===== src/rtl/simon_pkg.sv =====
// Shared types and constants for the Simon game controller: colour and FSM
// state encodings plus the LFSR definition.
package simon_pkg;

  typedef enum logic [1:0] {
    COL_B = 2'd0,
    COL_G = 2'd1,
    COL_R = 2'd2,
    COL_Y = 2'd3
  } color_t;

  typedef enum logic [2:0] {
    IDLE,
    GEN,
    SHOW_ON,
    SHOW_OFF,
    INPUT,
    ROUND_DONE,
    WIN,
    LOSE
  } state_t;

  // Feedback taps b15, b13, b12, b10 of the 16-bit Fibonacci LFSR.
  localparam logic [15:0] LFSR_TAPS         = 16'hB400;
  localparam logic [15:0] LFSR_DEFAULT_SEED = 16'hACE1;

  function automatic logic [15:0] lfsr_next(input logic [15:0] cur);
    return {cur[14:0], ^(cur & LFSR_TAPS)};
  endfunction

endpackage


===== src/rtl/simon_game_ctrl_lfsr.sv =====
// 16-bit left-shifting Fibonacci LFSR; a zero seed is replaced by the
// default seed so the register can never lock up at all-zeros.
module simon_lfsr
  import simon_pkg::*;
(
  input  logic        clk,
  input  logic        resetn,
  input  logic        load,
  input  logic [15:0] seed,
  input  logic        step,
  output logic [15:0] value
);

  logic [15:0] value_q;

  always_ff @(posedge clk) begin
    if (!resetn) begin
      value_q <= LFSR_DEFAULT_SEED;
    end else if (load) begin
      value_q <= (seed == 16'h0000) ? LFSR_DEFAULT_SEED : seed;
    end else if (step) begin
      value_q <= lfsr_next(value_q);
    end
  end

  assign value = value_q;

endmodule


===== src/rtl/simon_game_ctrl.sv =====
// Simon game sequencer: generates a colour sequence, plays growing rounds
// on the LED and checks presses. Optional input timeout: SIMON_TIMEOUT_EN.
module simon_game_ctrl
  import simon_pkg::*;
#(
  parameter int MAX_LEN       = 8,
  parameter int TICK_DIV      = 25000000,
  parameter int TIMEOUT_TICKS = 250000000
) (
  input  logic        clk,
  input  logic        resetn,
  input  logic        start,
  input  logic [15:0] seed,
  input  logic        btn_valid,
  input  logic [1:0]  btn_color,
  output logic        led_on,
  output logic [1:0]  led_color,
  output logic        await_input,
  output logic [3:0]  round_len,
  output logic [3:0]  score,
  output logic        busy,
  output logic        win,
  output logic        lose
);

  localparam int IW = $clog2(MAX_LEN);
  localparam int TW = (TICK_DIV > 1) ? $clog2(TICK_DIV) : 1;

  state_t          state_q;
  logic [IW-1:0]   idx_q;
  logic [IW-1:0]   last_q;     // round_len - 1
  logic [TW-1:0]   tick_q;
  logic [3:0]      score_q;
  color_t          seq_q [MAX_LEN];
  logic [15:0]     lfsr_value;
  logic            timeout_hit;
  logic            idx_at_end;
  logic            tick_done;
  logic            new_game;

  assign new_game   = start && (state_q == IDLE || state_q == WIN || state_q == LOSE);
  assign idx_at_end = (idx_q == last_q);
  assign tick_done  = (tick_q == TW'(TICK_DIV - 1));

  simon_lfsr u_lfsr (
    .clk    (clk),
    .resetn (resetn),
    .load   (new_game),
    .seed   (seed),
    .step   (state_q == GEN),
    .value  (lfsr_value)
  );

  logic unused_lfsr_hi;
  assign unused_lfsr_hi = ^lfsr_value[15:2];

  // NOTE: the sequence memory has no reset; it is always rewritten in GEN before it is read.
  always_ff @(posedge clk) begin
    if (resetn && state_q == GEN) begin
      seq_q[idx_q] <= color_t'(lfsr_value[1:0]);
    end
  end

`ifdef SIMON_TIMEOUT_EN
  localparam int WW = (TIMEOUT_TICKS > 1) ? $clog2(TIMEOUT_TICKS) : 1;
  logic [WW-1:0] wait_q;

  always_ff @(posedge clk) begin
    if (!resetn || state_q != INPUT || btn_valid) begin
      wait_q <= '0;
    end else begin
      wait_q <= wait_q + WW'(1);
    end
  end

  assign timeout_hit = (wait_q == WW'(TIMEOUT_TICKS - 1));
`else
  logic unused_timeout_cfg;
  assign unused_timeout_cfg = (TIMEOUT_TICKS != 0);
  assign timeout_hit        = 1'b0;
`endif

  always_ff @(posedge clk) begin
    if (!resetn) begin
      state_q <= IDLE;
      idx_q   <= '0;
      last_q  <= '0;
      tick_q  <= '0;
      score_q <= '0;
    end else begin
      case (state_q)
        IDLE, WIN, LOSE: begin
          if (start) begin
            state_q <= GEN;
            idx_q   <= '0;
            last_q  <= '0;
            tick_q  <= '0;
            score_q <= '0;
          end
        end
        GEN: begin
          if (idx_q == IW'(MAX_LEN - 1)) begin
            state_q <= SHOW_ON;
            idx_q   <= '0;
          end else begin
            idx_q <= idx_q + IW'(1);
          end
        end
        SHOW_ON: begin
          if (tick_done) begin
            state_q <= SHOW_OFF;
            tick_q  <= '0;
          end else begin
            tick_q <= tick_q + TW'(1);
          end
        end
        SHOW_OFF: begin
          if (tick_done) begin
            tick_q <= '0;
            if (idx_at_end) begin
              state_q <= INPUT;
              idx_q   <= '0;
            end else begin
              state_q <= SHOW_ON;
              idx_q   <= idx_q + IW'(1);
            end
          end else begin
            tick_q <= tick_q + TW'(1);
          end
        end
        INPUT: begin
          // A press in the same cycle as the timeout still counts.
          if (btn_valid) begin
            if (btn_color == seq_q[idx_q]) begin
              if (idx_at_end) begin
                state_q <= ROUND_DONE;
              end else begin
                idx_q <= idx_q + IW'(1);
              end
            end else begin
              state_q <= LOSE;
            end
          end else if (timeout_hit) begin
            state_q <= LOSE;
          end
        end
        ROUND_DONE: begin
          score_q <= 4'(last_q) + 4'd1;
          if (last_q == IW'(MAX_LEN - 1)) begin
            state_q <= WIN;
          end else begin
            last_q  <= last_q + IW'(1);
            idx_q   <= '0;
            state_q <= SHOW_ON;
          end
        end
        default: state_q <= IDLE;
      endcase
    end
  end

  // With MAX_LEN=16 the final length/score of 16 reads as 0 on the 4-bit ports.
  assign led_on      = (state_q == SHOW_ON);
  assign led_color   = led_on ? seq_q[idx_q] : COL_B;
  assign await_input = (state_q == INPUT);
  assign round_len   = 4'(last_q) + 4'd1;
  assign score       = score_q;
  assign busy        = (state_q == GEN) || (state_q == SHOW_ON) || (state_q == SHOW_OFF)
                    || (state_q == INPUT) || (state_q == ROUND_DONE);
  assign win         = (state_q == WIN);
  assign lose        = (state_q == LOSE);

endmodule


===== config.mk =====
export PLATFORM = sky130hd
export DESIGN_NAME = simon_game_ctrl
export DESIGN_NICKNAME = d
export VERILOG_FILES = /design/src/rtl/simon_pkg.sv /design/src/rtl/simon_game_ctrl_lfsr.sv /design/src/rtl/simon_game_ctrl.sv
export SDC_FILE = /design/constraint.sdc
export NUM_CORES = 1
export LEC_CHECK = 0
export ABC_AREA = 1
export BUFFER_PORTS_ARGS = -buffer_cell sky130_fd_sc_hd__buf_4
export CORE_MARGIN = 5
export CORE_UTILIZATION = 60
export CTS_BUF_LIST = sky130_fd_sc_hd__clkbuf_4 sky130_fd_sc_hd__clkbuf_8
export DETAILED_ROUTE_END_ITERATION = 12
export HOLD_SLACK_MARGIN = 0.05
export PLACE_DENSITY = 0.8
export REMOVE_ABC_BUFFERS = 1
export SLEW_MARGIN = 20
export SYNTH_ARGS = -nofsm -noshare
export SYNTH_HDL_FRONTEND = slang
export SYNTH_HIERARCHICAL = 1
export SYNTH_SLANG_ARGS = --single-unit

===== constraint.sdc =====
create_clock -name clk -period 2.3 [get_ports clk]
set_input_delay 0.345 -clock clk [delete_from_list [all_inputs] [get_ports clk]]
set_output_delay 0.345 -clock clk [all_outputs]
set_load 0.02 [all_outputs]

==> results.md, run 1 <==
- GPL Wtd Cong: 0.9345
- Clk sinks: 73
- Detail Placement HPWL: 7349 µm
- Asr flop ratio synth: 0%
- Top cells by area, synth: dfxtp_1 28%, nand2_1 14%, edfxtp_1 12%
- P per Cell Area: around 1000 nW/µm²
- Worst Hold Class: input port to flop
- Setup tns final: 0 ns
- Total core area: 6719 µm²
- Crit path max fanout: 9
- First-pass GRT wire length: approximately 17,000 µm
- Row cnt: 30
- Die height: approximately 93 µm
- Post-layout util: ~70%
- Filler Cell Count: 575
- Compound-Gate Fraction of Synth Area: under 10%
- CTS root buffer: clkbuf_8
- Diodes inserted: 0
- Worst path required time: 1.96 ns
- P&R area growth vs syn: 13.01%
- RSZ-0062 raised after global routing: false
- Worst-Margin Slew: 0.4898 ns
- Post-synth EDFFs: 16
- H-Tree Level Count: 3
- Hold path depth: 3
- Syn. warnings: 6
- Multi-input gate area: 2059 µm²
- Die Wd: 92.54 µm
- PortBufs: 36
- Post-CTS setup buffer count: 0
- Setup CP Type: flop to output port
- Largest net degree at the start of global routing: 24
- Crit-path leading delay family: flip-flops
- Worst Path Buf+Inv: 2
- #FFs+latches synth: 73
- Worst vdd ir: roughly 0.00041 V
- Slowest cell on crit path: dfxtp_1
- Most frequent cell after synthesis: nand2_1
- Nets: ~660
- Post-synth top area share: 27.92%
- Post-cts repair resize count: 0
- Final hold vios: 0
- Commonest cells in the netlist: 151 x nand2_1, 77 x inv_1, 76 x nor2_1, 57 x dfxtp_1, 47 x nand3_1
- Worst-Skew Late Latency: roughly 0.36 ns
- Main flop type after synthesis: dfxtp_1
- CTS tree: yes
- Status: complete, but fails checks
- Failing checks: design-rule violations
- Minimum clock period after layout: 1.903 ns
- Cell leakage power: slightly above 2 nW
- Final setup viols: 0
- Cts bufs inserted: 9
- Share of layout cells above drive strength 1: 14.33%
- Post-synthesis adder-cell area fraction: 1.530%
- Longest Clk Path Bufs: 2
- Area of the mapped netlist: 4088 µm²
- Post-Syn Area per Cell: 6.940 µm²
- Clock skew: just under 0.009 ns
- Max-slew headroom: approximately two thirds
- DR vias: between 3k and 4k
- Hold_buf cts: 0
- Starting density of the core: 60.84%
- Max incr delay on CP: 0.50 ns
- R2R depth: 9
- Final Max Slew Viols: 0
- Average wire per standard cell: 13.50 µm
- Initial drt markers: ~240
- Mux cell area share after synthesis: 0%
- First-pass DRT Iterations: 9
- Tot GR Track Use: 23.96%
- Io pins: 37
- Vias in the first global route: between 3k and 4k
- Post-route clock period utilization: 82.72%
- Largest family of logic cells by synthesized area: simple AND/OR/NAND/NOR gates
- Routed Antenna Nets: 0
- Crit path DAT: 1.56 ns
- Yosys cell types: 42
- Overflow after GRT: 0
- Synth area leader: dfxtp_1
- Nature of the critical path endpoint: output port
- DR DRC count: 1
- Syn Inst Count: slightly below 600
- Crit-path cells: inv_2 > nand2_1 > nand3_1 > nand3_1 > nand2_1 > nor2_1 > buf_4
- Initial antenna violation count: 0
- Post-Synth Simple-Gate Area: a little under two fifths
- Via density: 5.438
- Sequential area share after synthesis: 39.67%
- FMAX: about 530 MHz
- Max-cap viol count: 0
- Flip-flop and latch area: 1622 µm²
- Post-synthesis xor/xnor area fraction: roughly 1.5%
- Overall routed net length: between 9000 and 10,000 µm
- Startpoint types: flop
- Reg clk slew, reported paths: 0.09 ns
- Die ar.: about 8600 µm²
- Critical path depth: 7
-- routing by layer --
layer	vias to the layer above	part of all wire, %	global-route usage [%]
li1	1983	-	-
met1	1759	44	29.81
met2	125	48	40.79
met3	21	5.5	5.118
met4	0	1.9	8.663
met5	-	0	0
-- report_power, final --
part	switching [mW]	internal, mW
Sequential	0.243	1.57
Combinational	1.28	0.666
Clock	0.547	0.523
Total	2.07	2.76
-- cell families after synthesis --
| kind of cell | count (synthesis) |
|---|---|
| adders and majority gates | 5 |
| AOI/OAI and AO/OA | 69 |
| and+or+nand+nor | 339 |
| buffers and inverters | 96 |
| DFF | 73 |
| xor gates and xnor gates | 7 |
-- cell usage in the layout (no fill, tap or decap), drive strengths merged, types with 14 or more instances in the layout --
cell type / count
dfxtp: 57
nor3: 21
nor2: 85
nand2: 159
nand3: 50
edfxtp: 16
buf: 41
a21oi: 41
nand4: 14
inv: 89
o21ai: 18
-- final timing paths --
path | endpoint | start | slack [ns]
setup / recovery | led_color[1] | flop | 0.40
hold / removal | u_lfsr/value[12] | seed[12] | 0.27
setup reg to reg | u_lfsr/value[15] | state_q[2] | 0.41
hold reg to reg | score[1] | score[1] | 0.48
-- worst register-to-register path, delay by kind of cell, from the launching register on --
family                 cells  cell delay, ns
buffers and inverters      2            0.56
AOI/OAI and AO/OA          1            0.13
DFF                        1            0.50
and+or+nand+nor            6            0.62
-- through the flow --
stage	power (mW)	hold WS [ns]	std cells	area (µm²)	setup WS [ns]
floorplan	3.220	0.4311	578	4003	0.3578
global placement	3.703	0.4428	699	4410	0.4827
detailed placement	3.774	0.4671	699	4410	0.4204
CTS	4.838	0.2523	715	4619	0.3936
global route	5.222	0.2651	715	4619	0.1845
finish	4.831	0.2657	715	4619	0.3974
-- final cells by class --
class                   instances  share of cell area (%)
multi-input cells             420                   44.58
flip-flops and latches         73                   35.10
inverters                      85                   6.961
clock inverters                 7                   1.842
well taps                      80                   2.167
repair buffers                 41                   6.663
clock buffers                   9                   2.681
-- flip-flops by register name, indices dropped and copies added (netlist names), named ones only --
register / flops
tick_q: 25
seq_q: 16
u_lfsr/value: 16
score: 4
idx_q: 3
last_q: 3
state_q: 3
Note: power is estimated with default switching activity, not from simulation.
==> run 2: changes to the inputs <==
--- a/config.mk
+++ b/config.mk
@@ -8,11 +8,11 @@
 export ABC_AREA = 1
 export BUFFER_PORTS_ARGS = -buffer_cell sky130_fd_sc_hd__buf_4
 export CORE_MARGIN = 5
-export CORE_UTILIZATION = 60
+export CORE_UTILIZATION = 56
 export CTS_BUF_LIST = sky130_fd_sc_hd__clkbuf_4 sky130_fd_sc_hd__clkbuf_8
 export DETAILED_ROUTE_END_ITERATION = 12
 export HOLD_SLACK_MARGIN = 0.05
-export PLACE_DENSITY = 0.8
+export PLACE_DENSITY = 0.79
 export REMOVE_ABC_BUFFERS = 1
 export SLEW_MARGIN = 20
 export SYNTH_ARGS = -nofsm -noshare
==> constraint.sdc (replaced) <==
create_clock -name clk -period 1.58 [get_ports clk]
set_input_delay 0.237 -clock clk [delete_from_list [all_inputs] [get_ports clk]]
set_output_delay 0.237 -clock clk [all_outputs]
set_load 0.02 [all_outputs]
==> run 2 against run 1 <==
Effect of this change:
- the flow finishes with violations (negative setup slack)
- clock skew up 0.0026 ns
- final cell count up 13%
- count of clock-buffer cells in the layout unchanged
- core utilization up 13 points
- first-iteration DRC count up 24%
- flip-flop and latch count unchanged
- final area up 27%
- die area up 6.4%
==> results.md, run 2 (synthesis results as in run 1) <==
- Die height: approximately 95 µm
- Grt met1 use: between 30% and 40%
- Internal: between 4 and 5 mW
- Max-cap viol count: 0
- Largest net degree at the start of global routing: 24
- Detail Placement HPWL: about 7900 µm
- Cell leakage power: roughly 2.5 nW
- CTS tree: yes
- Most common cell after layout, fill and taps aside: nand2_1
- Nets: 730
- Post-route clock period utilization: 113.0%
- Worst-Skew Late Latency: ~0.37 ns
- Area after DPL: between 4000 and 5000 µm²
- Reg clk slew, reported paths: 0.09 ns
- Hold_buf cts: 0
- First-pass GRT wire length: between 15,000 and 20,000 µm
- Sequential power share: between 30% and 40%
- Clock skew: 0.01152 ns
- RSZ-0062 raised after global routing: true
- Largest Register: tick_q
- Initial drt markers: 291
- Die Wd: about 95 µm
- Setup tns final: -3.198 ns
- Longest Clk Path Bufs: 2
- Minimum clock period after layout: between 1.5 and 2 ns
- Total core area: slightly above 7000 µm²
- Overflow after GRT: 0
- Die ar.: just over 9000 µm²
- Startpoint types: flop
- Routed Antenna Nets: 0
- Status: complete, but fails checks
- Final hold vios: 0
- Psw: 3.961 mW
- Initial antenna violation count: 0
- GPL Wtd Cong: around 1.0
- Crit path max fanout: 8
- Tot GR Track Use: about a quarter
- Combinational Power Share: 53.3%
- Max-slew headroom: 74.59%
- Setup ws final: -0.2048 ns
- Most frequent cells in the layout: 122 x nand2_1, 87 x buf_4, 69 x inv_1, 51 x nor2_1, 41 x dfxtp_1
- Via density: about 5.6
- Worst path required time: 1.34 ns
- Cell area after layout: around 5800 µm²
- Most Crowded Layer GR: met2
- Overall routed net length: ~13,000 µm
- Clock power frac: 16.1%
- Crit path DAT: 1.55 ns
- Final setup viols: 36
- Cts bufs inserted: 9
- Met2 usage: 45.36%
- Io pins: 37
- Row cnt: 31
- Max FFs per register: 25
- Average wire per standard cell: approximately 16 µm
- Worst vdd ir: about 0.00070 V
- H-Tree Level Count: 3
- Setup CP Type: flop to output port
- PortBufs: 36
- CTS root buffer: clkbuf_8
- DR DRC count: 0
- Final Max Slew Viols: 0
- P per Cell Area: 1506 nW/µm²
- Hold WS: ~0.12 ns
- Vias in the first global route: ~4.2k
- Starting density of the core: a little under three fifths
- Share of layout cells above drive strength 1: between 40% and 50%
- Clk sinks: 73
- Worst Hold Class: input port to flop
- GRT met3 Usage: 4.657%
- FMAX: around 560 MHz
- First-pass DRT Iterations: 6
- Diodes inserted: 0
- DR vias: around 4.6k
- Sw Share: around 45%
- Nature of the critical path endpoint: output port
- Worst-Margin Slew: between 0.3 and 0.4 ns
- P&R area growth vs syn: 43.07%
- Failing checks: negative setup slack
==> run 2: what timing repair did <==
item,CTS,global route
endpoints found under the setup margin,56,72
gates cloned,0,2
setup buffers,5,17
resized for setup,72,129
pin swaps,20,32
==> run 2: final cells by class <==
type / instances / area, µm²
Tap cell: 99 / 123.9
Multi-Input combinational cell: 421 / 2594
Timing Repair Buffer: 112 / 943.4
Clock buffer: 9 / 123.9
Inverter: 85 / 341.6
Clock inverter: 7 / 61.31
Sequential cell: 73 / 1654
Fill cell: 418 / 1328
Timing Repair inverter: 1 / 6.256
==> run 2: path summary, 6_finish.rpt <==
kind | start | to | slack (ns) | cells past startpoint
worst min-delay path | seed[12] | u_lfsr/value[12] | 0.12 | 3
worst min register to register | u_lfsr/value[7] | u_lfsr/value[7] | 0.47 | 2
worst max register to register | state_q[1] | idx_q[2] | -0.17 | 12
worst max-delay path | flop | led_color[1] | -0.20 | 8
==> run 2: through the flow <==
stage / power [mW] / utilization [%] / instances / worst slack (ns)
CTS: 7.861 / 73.79 / 789 / -0.1493
finish: 8.810 / 81.50 / 807 / -0.2048
global placement: 5.869 / 67.20 / 768 / -0.1244
floorplan: 4.687 / - / 578 / -0.3623
detailed placement: 5.970 / 67.20 / 768 / -0.1180
global route: 9.305 / 81.50 / 807 / -0.3038
==> run 2: worst max-delay path, cell delays in order (launching register included) <==
cell and delay (ns):
dfxtp_4 0.41, inv_4 0.07, nand2_1 0.08, nand3_2 0.08
nand3_2 0.10, nand2_2 0.08, buf_4 0.14, nor2_2 0.11
buf_6 0.12
==> run 2: routing by layer <==
metal	wire (µm)	vias to the layer above
li1	-	2139
met2	6542	222
met5	0	-
met3	943	58
met1	5090	2134
met4	450	0
==> run 2: power by group through the flow <==
stage | logic [mW] | clock network (mW) | registers, mW
2_1_floorplan | 2.12 | 0 | 2.57
3_3_place_gp | 3.25 | 0 | 2.62
3_5_place_dp | 3.33 | 0 | 2.64
4_1_cts | 3.80 | 1.42 | 2.65
5_1_grt | 5.07 | 1.50 | 2.73
6_report | 4.70 | 1.42 | 2.69
==> run 3: changes to the inputs <==
==> constraint.sdc (replaced) <==
create_clock -name clk -period 1.55 [get_ports clk]
set_input_delay 0.2325 -clock clk [delete_from_list [all_inputs] [get_ports clk]]
set_output_delay 0.2325 -clock clk [all_outputs]
set_load 0.02 [all_outputs]
==> run 3 against run 2 <==
Effect of this change:
- the flow still finishes with violations (negative setup slack)
- sequential share of layout area up 0.38 points
- die area did not move
- wire length shrank 1.3%
- first-iteration DRC count increased by 6.9%
- clock skew barely moved
- clock power about the same
==> results.md, run 3 (synthesis results as in run 1) <==
- Status: complete, but fails checks
- Failing checks: negative setup slack
- Row cnt: 31
- Final setup viols: 40
- Die height: roughly 95 µm
- Worst vdd ir: 0.0006800 V
- R2r startpoint: state_q[1]
- Initial drt markers: between 300 and 400
- Pwr Total: approximately 9.0 mW
- Final hold vios: 0
- Minimum clock period after layout: 1.787 ns
- Via density: around 5.5
- CTS root buffer: clkbuf_8
- Diodes inserted: 0
- Top cell by count, worst path: nand2_1
- Overall routed net length: 12,860 µm
- Cell area after layout: between 5000 and 6000 µm²
- Die Wd: 95.44 µm
- Max-slew headroom: between 70% and 80%
- Most common cell after layout, fill and taps aside: nand2_1
- Max FFs per register: 25
- Worst-Margin Slew: 0.3686 ns
- GPL Wtd Cong: between 0.9 and 1
- Reg clk slew, reported paths: about 0.090 ns
- Initial antenna violation count: 0
- Overflow after GRT: 0
- Largest Register: tick_q
- H-Tree Level Count: 3
- Tot GR Track Use: 26.51%
- DR vias: between 4k and 5k
- P per Cell Area: 1567 nW/µm²
- DR DRC count: 0
- Clk sinks: 73
- Total core area: 7176 µm²
- Crit-path cells: inv_2 > nand2_1 > buf_4 > nor2_2 > nand2_1 > nand2_1 > nand3b_1 > nor2_4 > buf_4 > a21oi_1 > nor2_1
- First-pass GRT wire length: roughly 19,000 µm
- Worst reg2reg setup slack: -0.24 ns
- CTS tree: yes
- Filler Cell Count: approximately 460
- Multi-input gate area: about 2400 µm²
- Placed Cells incl. Taps: 780
- P&R area growth vs syn: 40.40%
- RSZ-0062 raised after global routing: true
- Crit path from: state_q[1]
- Worst-Skew Late Latency: roughly 0.36 ns
- FMAX: ~560 MHz
- Cts bufs inserted: 9
- Flip-flop and latch area: between 1500 and 2000 µm²
- Starting density of the core: between 50 and 60%
- Worst Hold Class: input port to flop
- Setup CP Type: flop to flop
- Hold WS: 0.1295 ns
- First-pass DRT Iterations: 7
- Vias in the first global route: 4,130
- Startpoint types: flop
- Nature of the critical path endpoint: flop
- Average wire per standard cell: around 16 µm
- Max incr delay on CP: 0.34 ns
- Nets: ~740
- Largest net degree at the start of global routing: 24
- Crit path max fanout: 3
- Longest Clk Path Bufs: 2
- PortBufs: 36
- Worst Path Buf+Inv: 3
- Worst path required time: 1.79 ns
- Share of layout cells above drive strength 1: between 30 and 40%
- Detail Placement HPWL: 8157 µm
- Crit path DAT: 2.03 ns
- Most frequent cells in the layout: 127 x nand2_1, 100 x buf_4, 68 x inv_1, 56 x nor2_1, 44 x dfxtp_1
- Crit-path leading delay family: simple AND/OR/NAND/NOR gates
- Post-route clock period utilization: 115.3%
- Post-route insts no fill: 814
- Clock skew: approximately 0.012 ns
- Io pins: 37
- Cell leakage power: 2.494 nW
- Critical path depth: 11
- Area after DPL: about 4900 µm²
- R2R depth: 11
- Slowest cell on crit path: dfxtp_2
- Die ar.: around 9100 µm²
- Max-cap viol count: 0
- Setup ws final: -0.2366 ns
- Final Max Slew Viols: 0
- Routed Antenna Nets: 0
==> run 3: metal layers <==
layer	vias to the layer above	wire length (µm)	share of wire, %	GRT usage, %
li1	2154	-	-	-
met1	2085	5263	41	33.51
met2	221	6118	48	45.19
met3	55	883	6.9	4.183
met4	0	593	4.6	10.55
met5	-	0	0	0
==> run 3: what timing repair did <==
item | in CTS | in global routing
pin swaps | 10 | 32
setup buffers | 8 | 12
gates resized for setup | 59 | 100
setup endpoints to repair | 63 | 79
hold buffers | 0 | 0
==> run 3: final cells by class <==
type,instances,area share (%)
timing repair buffer,121,17.51
sequential,73,28.67
clock inverter,7,1.046
inverter,85,6.170
clock buffer,9,2.158
multi-input combinational,420,42.29
tap,99,2.158
==> run 3: stage by stage <==
| step | setup WS (ns) | setup TNS [ns] | util, % |
|---|---|---|---|
| 5_1_grt | -0.2924 | -7.538 | 79.98 |
| 3_3_place_gp | -0.1074 | -1.750 | 68.81 |
| 3_5_place_dp | -0.1509 | -3.671 | 68.81 |
| 6_report | -0.2366 | -4.486 | 79.98 |
| 2_1_floorplan | -0.3923 | -10.03 | - |
| 4_1_cts | -0.1361 | -2.550 | 74.96 |
==> run 3: how the worst min path moves through the flow <==
stage,start,cells after the start,end
2_1_floorplan,resetn,2,u_lfsr/value[1]
3_3_place_gp,u_lfsr/value[6],2,u_lfsr/value[6]
3_5_place_dp,u_lfsr/value[6],2,u_lfsr/value[6]
4_1_cts,seed[12],3,u_lfsr/value[12]
5_1_grt,seed[12],3,u_lfsr/value[12]
6_report,seed[12],3,u_lfsr/value[12]
==> run 3: power by group <==
part | leakage [nW] | switching [mW] | total (mW) | internal [mW]
logic | 1.79 | 2.79 | 4.83 | 2.04
clock network | 0.0848 | 0.825 | 1.43 | 0.609
registers | 0.616 | 0.382 | 2.73 | 2.35
==> run 3: worst min-delay path: cells and delay by family <==
kind | cells | cell delay [ns]
buffers and inverters | 1 | 0.11
AND/OR/NAND/NOR | 1 | 0.05
AO/OA/AOI/OAI | 1 | 0.05
